--- config.mk ---
export PLATFORM = sky130hd
export DESIGN_NAME = tick_scheduler_flat
export DESIGN_NICKNAME = d
export VERILOG_FILES = /design/src/rtl/tick_scheduler_if.sv /design/src/rtl/tick_scheduler.sv /design/src/flat_wrapper.sv
export SDC_FILE = /design/constraint.sdc
export NUM_CORES = 1
export LEC_CHECK = 0
export CAP_MARGIN = 10
export CORE_MARGIN = 2
export CORE_UTILIZATION = 45
export DETAILED_ROUTE_END_ITERATION = 8
export GPL_TIMING_DRIVEN = 0
export PLACE_DENSITY = 0.61
export SYNTH_ARGS = -nofsm -noshare
export SYNTH_HDL_FRONTEND = slang
export SYNTH_SLANG_ARGS = --single-unit
--- constraint.sdc ---
create_clock -name clk_in -period 6.7 [get_ports clk_in]
set_input_delay 1.005 -clock clk_in [delete_from_list [all_inputs] [get_ports clk_in]]
set_output_delay 1.005 -clock clk_in [all_outputs]
set_load 0.02 [all_outputs]
--- src/rtl/tick_scheduler_if.sv ---
// Bus bundle for the tick scheduler: run control, divisor handshake,
// per-process requests and the tick/grant/divided-clock outputs.
interface tick_scheduler_if #(
   parameter int NUM_REQ = 4,
   parameter int DIV_W   = 24
);
   logic               enable;
   logic               cfg_valid;
   logic [DIV_W-1:0]   cfg_div;
   logic               cfg_ready;
   logic [NUM_REQ-1:0] req;
   logic [NUM_REQ-1:0] grant;
   logic               tick;
   logic               clk_out;

   // Driver side: the process network / controller.
   modport master (
      output enable, cfg_valid, cfg_div, req,
      input  cfg_ready, grant, tick, clk_out
   );

   // Scheduler side.
   modport slave (
      input  enable, cfg_valid, cfg_div, req,
      output cfg_ready, grant, tick, clk_out
   );
endinterface

--- src/rtl/tick_scheduler.sv ---
// Programmable tick generator with run-time reloadable divisor, a
// registered divided clock and a round-robin grant of each tick to one
// requesting process.
module tick_scheduler #(
   parameter int NUM_REQ     = 4,
   parameter int DIV_W       = 24,
   parameter int DEFAULT_DIV = 5_000_000
) (
   input  logic             clk_in,
   input  logic             reset_n,
   tick_scheduler_if.slave  bus
);

   localparam int PTR_W = (NUM_REQ > 1) ? $clog2(NUM_REQ) : 1;

   typedef enum logic [1:0] {
      IDLE = 2'd0,
      RUN  = 2'd1,
      PEND = 2'd2
   } state_t;

   state_t             state_reg, state_next;
   logic [DIV_W-1:0]   counter_reg, counter_next;
   logic [DIV_W-1:0]   div_reg, div_next;
   logic [DIV_W-1:0]   pending_reg, pending_next;
   logic [PTR_W-1:0]   rr_ptr_reg, rr_ptr_next;
   logic               tick_reg, tick_next;
   logic [NUM_REQ-1:0] grant_reg, grant_next;
   logic               clk_out_reg, clk_out_next;

   logic               cfg_ready;
   logic               running;
   logic               wrap;
   logic               cfg_accept;
   logic [DIV_W-1:0]   cfg_clamped;

   // Arbitration candidates: offset gi from rr_ptr+1, wrapped mod NUM_REQ.
   logic [PTR_W:0]     cand_sum [NUM_REQ];
   logic [PTR_W-1:0]   cand_idx [NUM_REQ];
   logic [NUM_REQ-1:0] cand_hit;
   logic               win_found;
   logic [PTR_W-1:0]   win_idx;
   logic [NUM_REQ-1:0] win_onehot;

   assign running     = (state_reg != IDLE);
   assign wrap        = running && (counter_reg == div_reg - DIV_W'(1));
   assign cfg_accept  = bus.cfg_valid && cfg_ready;
   // Divisors below 2 would make the wrap compare degenerate, so floor at 2.
   assign cfg_clamped = (bus.cfg_div < DIV_W'(2)) ? DIV_W'(2) : bus.cfg_div;

   genvar gi;
   generate
      for (gi = 0; gi < NUM_REQ; gi++) begin : g_cand
         assign cand_sum[gi] = {1'b0, rr_ptr_reg} + (PTR_W+1)'(gi + 1);
         assign cand_idx[gi] = (cand_sum[gi] >= (PTR_W+1)'(NUM_REQ))
                             ? PTR_W'(cand_sum[gi] - (PTR_W+1)'(NUM_REQ))
                             : PTR_W'(cand_sum[gi]);
         assign cand_hit[gi] = bus.req[cand_idx[gi]];
      end
   endgenerate

   // Pick the nearest requester after the last winner.
   always_comb begin
      win_found = 1'b0;
      win_idx   = '0;
      for (int i = 0; i < NUM_REQ; i++) begin
         if (!win_found && cand_hit[i]) begin
            win_found = 1'b1;
            win_idx   = cand_idx[i];
         end
      end
   end

   generate
      for (gi = 0; gi < NUM_REQ; gi++) begin : g_onehot
         assign win_onehot[gi] = win_found && (win_idx == PTR_W'(gi));
      end
   endgenerate

   // State register.
   always_ff @(posedge clk_in) begin
      if (!reset_n) begin
         state_reg <= IDLE;
      end else begin
         state_reg <= state_next;
      end
   end

   // Next-state logic: enable drops to IDLE from anywhere, a divisor
   // offered while running waits in PEND until the next wrap.
   always_comb begin
      state_next = state_reg;
      case (state_reg)
         IDLE: begin
            if (bus.enable) state_next = RUN;
         end
         RUN: begin
            if (!bus.enable)     state_next = IDLE;
            else if (cfg_accept) state_next = PEND;
         end
         PEND: begin
            if (!bus.enable) state_next = IDLE;
            else if (wrap)   state_next = RUN;
         end
         default: state_next = IDLE;
      endcase
   end

   // Output logic: only one divisor can be held at a time.
   always_comb begin
      cfg_ready = (state_reg != PEND);
   end

   // Datapath next values: counter, divisor, pending slot, tick, grant.
   always_comb begin
      counter_next = '0;
      div_next     = div_reg;
      pending_next = pending_reg;
      rr_ptr_next  = rr_ptr_reg;
      tick_next    = 1'b0;
      grant_next   = '0;

      if (running && bus.enable) begin
         if (wrap) begin
            tick_next  = 1'b1;
            grant_next = win_onehot;
            if (win_found) rr_ptr_next = win_idx;
         end else begin
            counter_next = counter_reg + DIV_W'(1);
         end
      end

      case (state_reg)
         IDLE: begin
            if (cfg_accept) div_next = cfg_clamped;
         end
         RUN: begin
            // When stopping, an accepted divisor goes straight in: there is
            // no period in flight that still needs the old one.
            if (cfg_accept) begin
               if (bus.enable) pending_next = cfg_clamped;
               else            div_next     = cfg_clamped;
            end
         end
         PEND: begin
            // The wrapping period used the old divisor; the new one starts now.
            if (!bus.enable || wrap) div_next = pending_reg;
         end
         default: ;
      endcase

      // High phase covers the upper half of the count, longer for odd divisors.
      clk_out_next = (state_next != IDLE) && (counter_next >= (div_next >> 1));
   end

   // Datapath registers.
   always_ff @(posedge clk_in) begin
      if (!reset_n) begin
         counter_reg <= '0;
         div_reg     <= DIV_W'(DEFAULT_DIV);
         pending_reg <= '0;
         rr_ptr_reg  <= PTR_W'(NUM_REQ - 1);
         tick_reg    <= 1'b0;
         grant_reg   <= '0;
         clk_out_reg <= 1'b0;
      end else begin
         counter_reg <= counter_next;
         div_reg     <= div_next;
         pending_reg <= pending_next;
         rr_ptr_reg  <= rr_ptr_next;
         tick_reg    <= tick_next;
         grant_reg   <= grant_next;
         clk_out_reg <= clk_out_next;
      end
   end

   assign bus.cfg_ready = cfg_ready;
   assign bus.tick      = tick_reg;
   assign bus.grant     = grant_reg;
   assign bus.clk_out   = clk_out_reg;

endmodule

--- src/flat_wrapper.sv ---
// flat-port wrapper written by rule: the top's interface ports become plain ports
module tick_scheduler_flat 
#(
   parameter int NUM_REQ     = 4,
   parameter int DIV_W       = 24,
   parameter int DEFAULT_DIV = 5_000_000
)
  (clk_in, reset_n, bus_enable, bus_cfg_valid, bus_cfg_div, bus_req, bus_cfg_ready, bus_grant, bus_tick, bus_clk_out);
  tick_scheduler_if #(.NUM_REQ(NUM_REQ), .DIV_W(DIV_W)) bus_i ();
  input  logic clk_in;
  input  logic reset_n;
  input wire logic [$bits(bus_i.enable)-1:0] bus_enable;
  input wire logic [$bits(bus_i.cfg_valid)-1:0] bus_cfg_valid;
  input wire logic [$bits(bus_i.cfg_div)-1:0] bus_cfg_div;
  input wire logic [$bits(bus_i.req)-1:0] bus_req;
  output wire logic [$bits(bus_i.cfg_ready)-1:0] bus_cfg_ready;
  output wire logic [$bits(bus_i.grant)-1:0] bus_grant;
  output wire logic [$bits(bus_i.tick)-1:0] bus_tick;
  output wire logic [$bits(bus_i.clk_out)-1:0] bus_clk_out;
  assign bus_i.enable = bus_enable;
  assign bus_i.cfg_valid = bus_cfg_valid;
  assign bus_i.cfg_div = bus_cfg_div;
  assign bus_i.req = bus_req;
  assign bus_cfg_ready = bus_i.cfg_ready;
  assign bus_grant = bus_i.grant;
  assign bus_tick = bus_i.tick;
  assign bus_clk_out = bus_i.clk_out;
  tick_scheduler #(.NUM_REQ(NUM_REQ), .DIV_W(DIV_W), .DEFAULT_DIV(DEFAULT_DIV)) u_core (.clk_in(clk_in), .reset_n(reset_n), .bus(bus_i));
endmodule
# Word-level counts from Yosys, hierarchy flattened

Index checks and enable logic that the tools add are counted.

Register bits after elaboration: 82
Logic and storage cells: 101

Mux-type cells: 35
Reduce and logical (&&, ||, !) cells: 26
Magnitude comparators: 10
Equal/unequal tests: 11
Add/subtract/negate cells: 10

Operators by type and width:

| operator                                                                       | count |
|---|---|
| 24-bit two-way mux                                                             | 7 |
| 24-bit one-hot mux with 3 select lines                                         | 1 |
| 2-bit two-way mux                                                              | 13 |
| 24-bit by 1-bit adder with 24-bit output (second input constant)               | 1 |
| 24-bit equality test                                                           | 1 |
| 24-bit by 23-bit greater-or-equal comparator with 1-bit output                 | 1 |
| 24-bit by 2-bit less-than comparator with 1-bit output (second input constant) | 1 |
| 24-bit by 1-bit subtractor with 24-bit output (second input constant)          | 1 |
| 3-bit greater-or-equal comparator (second input constant)                      | 4 |
| 2-bit by 3-bit less-than comparator with 1-bit output (second input constant)  | 4 |
| 1-bit logical AND                                                              | 11 |
| 1-bit two-way mux                                                              | 9 |
| 3-bit AND reduction                                                            | 3 |
| 1-bit binary-select mux with 2-bit select                                      | 4 |
| 2-bit by 1-bit subtractor with 2-bit output (second input constant)            | 4 |
| 2-bit by 2-bit adder with 3-bit output (second input constant)                 | 2 |
| 2-bit equality test (second input constant)                                    | 3 |
| 2-bit by 1-bit != test with 1-bit output (second input constant)               | 3 |
| 2-bit one-hot mux with 3 select lines                                          | 1 |
| 5-bit AND reduction                                                            | 1 |
| 2-bit by 1-bit equality test with 1-bit output (second input constant)         | 2 |
| 1-bit logical NOT                                                              | 4 |
| 2-bit logical NOT                                                              | 2 |
| 2-bit != test (second input constant)                                          | 2 |
| 6 further kinds                                                                | 7 |

# Longest topological paths before layout

Depth after elaboration: 17
Depth in mapped cells: 20
Depth with buffers taken out: 19

# Worst setup path before layout

OpenSTA, ideal clock, no wires.

Path type: reg-to-reg
Start: register u_core.div_reg[3]
End: register u_core.clk_out_reg (netlist: u_core.bus.clk_out)
Clock period less this slack: 4.227 ns
Data arrival time: 4.098 ns
Required time: 6.570 ns
Cell stages (with the launch flop): 20
Path slack: 2.473 ns
Path buffers: 2
Path through: dfxtp_1 buf_4 nor4_4 nand2_1 a2111oi_2 o2111ai_1 or4_4 o21ai_4 a21oi_2 buf_6 a221oi_1 ha_1 a21o_1 a21o_1 a21oi_1 o21ai_0 a21oi_1 nor3b_1 o41ai_1 a21oi_1

Word-level cells in the longest chain between the ends: 8
Elaborated cells between the ends (all ways): 17
Classes of those cells: add/sub: 1; order compare: 1; eq/ne: 1; mux: 10; reduce/logical: 4

Ends and longest elaborated chain:

| item                                                                                                        | line                                         | source |
|---|---|---|
| from (decl)                                                                                                 | tick_scheduler.sv:24                         | `logic [DIV_W-1:0] div_reg, div_next;` |
| from (signal assigned)                                                                                      | tick_scheduler.sv:160                        | `div_reg <= DIV_W'(DEFAULT_DIV);` |
| from (signal assigned)                                                                                      | tick_scheduler.sv:168                        | `div_reg <= div_next;` |
| 24-bit by 1-bit subtractor with 24-bit output                                                               | tick_scheduler.sv:46                         | `assign wrap = running && (counter_reg == div_reg - DIV_W'(1));` |
| 24-bit equality test                                                                                        | tick_scheduler.sv:46                         |  |
| 1-bit logical AND                                                                                           | tick_scheduler.sv:46                         |  |
| 1-bit logical OR / 2-bit two-way mux (equally long branches)                                                | tick_scheduler.sv:147, tick_scheduler.sv:103 |  |
| 24-bit two-way mux / 2-bit two-way mux (equally long branches)                                              | tick_scheduler.sv:147, tick_scheduler.sv:102 |  |
| 24-bit one-hot mux with 3 select lines / 2-bit one-hot mux with 3 select lines (equally long branches)      | tick_scheduler.sv:133, tick_scheduler.sv:93  |  |
| 24-bit by 23-bit greater-or-equal comparator with 1-bit output / 2-bit nonzero test (equally long branches) | tick_scheduler.sv:153                        | `clk_out_next = (state_next != IDLE) && (counter_next >= (div_next >> 1));` |
| 1-bit logical AND *                                                                                         | tick_scheduler.sv:153                        |  |
| to (signal assigned)                                                                                        | tick_scheduler.sv:173                        | `clk_out_reg <= clk_out_next;` |
| to (decl)                                                                                                   | tick_scheduler.sv:29                         | `logic clk_out_reg, clk_out_next;` |

Mark *: on every way between the ends. The rest lies on a longest branch, timed or not. The select of a mux whose other input is x is not followed.
A chain may end at the register's enable or synchronous reset.

# Worst setup path in the final report

Start: register u_core.div_reg[0]
End: register u_core.clk_out_reg (netlist: u_core.bus.clk_out)

Word-level cells in the longest chain between the ends: 8
Elaborated cells between the ends (all ways): 14
Classes of those cells: add/sub: 1; order compare: 1; eq/ne: 1; mux: 7; reduce/logical: 4

Ends and longest elaborated chain:

| item                                                                                                        | line |
|---|---|
| 24-bit by 1-bit subtractor with 24-bit output *                                                             | tick_scheduler.sv:46 |
| 24-bit equality test *                                                                                      | tick_scheduler.sv:46 |
| 1-bit logical AND *                                                                                         | tick_scheduler.sv:46 |
| 1-bit logical OR / 2-bit two-way mux (equally long branches)                                                | tick_scheduler.sv:147, tick_scheduler.sv:103 |
| 24-bit two-way mux / 2-bit two-way mux (equally long branches)                                              | tick_scheduler.sv:147, tick_scheduler.sv:102 |
| 24-bit one-hot mux with 3 select lines / 2-bit one-hot mux with 3 select lines (equally long branches)      | tick_scheduler.sv:133, tick_scheduler.sv:93 |
| 24-bit by 23-bit greater-or-equal comparator with 1-bit output / 2-bit nonzero test (equally long branches) | tick_scheduler.sv:153 |
| 1-bit logical AND *                                                                                         | tick_scheduler.sv:153 |

Marked as above.

==> impl_metrics.py <==
metrics = {
    "run_status": {
        "outcome": "complete, no violations",
    },
    "critical_path": {
        "worst-path-buf-inv": 2,
        "rrSetupSlack_ps": 1220,
        "crit_path_cell_trace": "inv_1 -> ha_1 -> nor2b_1 -> nand2_1 -> a2111oi_2 -> o2111ai_1 -> nor4_1 -> a21oi_2 -> nor2_2 -> buf_4 -> a221oi_1 -> ha_1 -> a21o_1 -> a21o_1 -> a21oi_1 -> o21ai_0 -> a21oi_1 -> nor3b_1 -> o41ai_1 -> a21oi_1",
        "worstSetupStartpoint": "u_core.div_reg[0]",
        "crit_fanout": 10,
        "r2r-start": "u_core.div_reg[0]",
        "path_delay_family": "compound AO/OA/AOI/OAI gates",
        "path_common_cell": "a21oi_1",
        "cpMaxStageDelayCell": "nor4_1",
        "cp.required_ps": 6920,
        "setup.worst_path.end_class": "flop",
        "max_stage_delay_ps": 940,
        "cp_data_arrival_time_ps": 5700,
        "start_kind": "flop",
        "crit_type": "flop to flop",
    },
    "clock_network": {
        "clk-insertion-delay-late_ps": 350,
        "clkSinkCount": 82,
        "htree_levels": 3,
        "cts_setup_buffers": 0,
        "post_cts_resized": 0,
        "cts-root-buf": "clkbuf_16",
        "cts_tree": "built",
        "holdBufCountCts": 0,
        "cts_made_buffers": 9,
        "clk_pin_slew_worst_paths_ps": 70,
        "cts_buffer_depth": 2,
    },
    "logic_synthesis": {
        "yosys_warnings": 0,
        "synth_top_area_cell": "dfxtp_1",
        "yosys-top-cells-area": "dfxtp_1, nand2_1, ha_1",
        "synth_edf_count": 0,
        "async_flop_share_pct": 0,
        "syn_area_per_cell_um2": 7.99,
        "ys_ff_latch": 82,
        "yosysMostFrequentCell": "nand2_1",
        "synthTopCellsByCount": "nand2_1, dfxtp_1, nor2_1",
        "syn-num-nets": 724,
        "ys_types": 73,
        "yosysSeqAreaShare_pct": 30.8,
        "synth_top_area_share_pct": 30.8,
        "synth_area_mm2": 0.00533,
        "synth_top_flop_cell": "dfxtp_1",
        "syn_inst": 667,
    },
    "timing": {
        "slew_headroom_pct": 28.8,
        "drv_slew": 0,
        "rsz0062_at_grt": "no",
        "finalClockSkew_ps": 11.1,
        "worst_pin_slew_ps": 1060,
        "max_freq_mhz": 182,
        "setup_viol": 0,
        "finalCriticalPeriod_ps": 5480,
        "fin_ws_ps": 1220,
        "hold_viol": 0,
        "timing.final.crit_share_pct": 81.8,
        "fin_tns_setup_ps": 0,
    },
    "job": {
        "maxCapViolCount": 0,
    },
    "placed_design": {
        "dpl-instance-area_mm2": 0.00588,
        "io_buffers": 37,
        "gp_congestion": 0.871,
        "dp_slack_ps": 1250,
        "place_hpwl_um": 12700,
    },
    "floorplanning": {
        "die_w_um": 113,
        "coreArea_mm2": 0.0115,
        "initial_core_util_pct": 46.5,
        "fp-row-count": 39,
        "io_pins": 39,
        "fp.dieArea_mm2": 0.0127,
        "fp.dieH_um": 113,
    },
    "drt": {
        "first_pass_iters": 6,
        "drc": 0,
        "drt_iter0_markers": 351,
        "wl_um": 15700,
        "drtAntennaViolNets": 0,
        "num_vias": 5040,
        "wire_per_inst_um": 18.2,
        "via_per_inst": 5.84,
    },
    "global_routing": {
        "grtUsageMet1_pct": 35.5,
        "use_met3_pct": 2.89,
        "grt_pass1_wl_um": 25200,
        "grtUsageTotal_pct": 25.1,
        "antenna_found_initial": 0,
        "gr-total-overflow": 0,
        "grt_start_max_net_pins": 14,
        "grt_pass1_vias": 4840,
        "grt.met2_usage_pct": 40.2,
        "grt.busiest_layer": "met2",
    },
    "finish": {
        "syn2layout_area_growth_pct": 15.6,
        "final_area_mm2": 0.00616,
        "nFillCells": 1110,
        "antenna_cells": 0,
        "fin_nets": 772,
        "drive_gt1_share_pct": 6.81,
    },
    "min_path": {
        "hp-class": "flop to flop",
        "min_from": "u_core.pending_reg[18]",
    },
    "power": {
        "ir_drop_uv": 133,
        "p_per_area_mw_per_mm2": 195,
        "leakagePower_nw": 2.34,
    },
}
## worst register-to-register path: stages, from the launching register on
cell,delay [ps]
dfxtp_1,380
inv_1,90
ha_1,170
nor2b_1,440
nand2_1,290
a2111oi_2,390
o2111ai_1,180
nor4_1,940
a21oi_2,310
nor2_2,260
buf_4,210
a221oi_1,120
ha_1,330
a21o_1,160
a21o_1,170
a21oi_1,140
o21ai_0,100
a21oi_1,180
nor3b_1,90
o41ai_1,310
a21oi_1,100
## cells in the final DEF (no fill, tap or decap), drive strengths merged, types with 7 or more instances in the layout
| cell type | count |
|---|---|
| o21ai | 25 |
| or3 | 9 |
| clkbuf | 32 |
| nor3 | 9 |
| clkdlybuf4s50 | 37 |
| nor4 | 14 |
| mux2i | 7 |
| xor2 | 31 |
| inv | 15 |
| a221oi | 8 |
| a21o | 7 |
| o211a | 7 |
| and2 | 11 |
| a21oi | 41 |
| and3 | 10 |
| xnor2 | 18 |
| nor2 | 79 |
| nand2 | 97 |
| buf | 9 |
| nand4 | 13 |
| nand3 | 26 |
| mux2 | 8 |
| nand2b | 10 |
| ha | 25 |
| dfxtp | 82 |
## cell families after synthesis
logic type / share of synthesized area (%)
AND/OR/NAND/NOR: 27.9
AO/OA/AOI/OAI: 19.8
flip-flops: 30.8
XOR/XNOR: 8.92
buffers and inverters: 3.71
adder cells (fa/ha/maj): 5.87
multiplexers: 3.00
## layout make-up
| class | count | area, um^2 | share of cell area [%] |
|---|---|---|---|
| Buffer | 28 | 134 | 2.17 |
| Clock buffer | 13 | 260 | 4.22 |
| Clock inverter | 3 | 23.8 | 0.386 |
| Inverter | 17 | 63.8 | 1.04 |
| Multi-Input combinational cell | 540 | 3490 | 56.6 |
| Sequential cell | 82 | 1640 | 26.6 |
| Tap cell | 143 | 179 | 2.90 |
| Timing Repair Buffer | 37 | 370 | 6.01 |
## metal layers
metal	wire, um	up-vias
li1	-	2510
met1	7490	2348
met2	7030	162
met3	860	20
met4	284	0
met5	0	-
## stage by stage
step / power, mW / hold slack, ps / utilization [%] / cells
global placement: 0.728 / 448 / 51.3 / 847
finish: 1.20 / 463 / 53.8 / 863
CTS: 1.21 / 462 / 53.8 / 863
detailed placement: 0.732 / 450 / 51.3 / 847
floorplan: 0.661 / 433 / - / 667
global route: 1.25 / 495 / 53.8 / 863
## path summary, 6_finish.rpt
| kind | to | depth (start not counted) |
|---|---|---|
| max | u_core.bus.clk_out | 20 |
| min | u_core.pending_reg[18] | 2 |
| max reg2reg | u_core.bus.clk_out | 20 |
| min reg2reg | u_core.pending_reg[18] | 2 |
## report_power, final
part	leakage [nW]	internal [mW]	switching, mW
logic	1.54	0.0874	0.110
clock network	0.132	0.273	0.207
registers	0.667	0.502	0.0237
(Power assumes the default switching activity.)
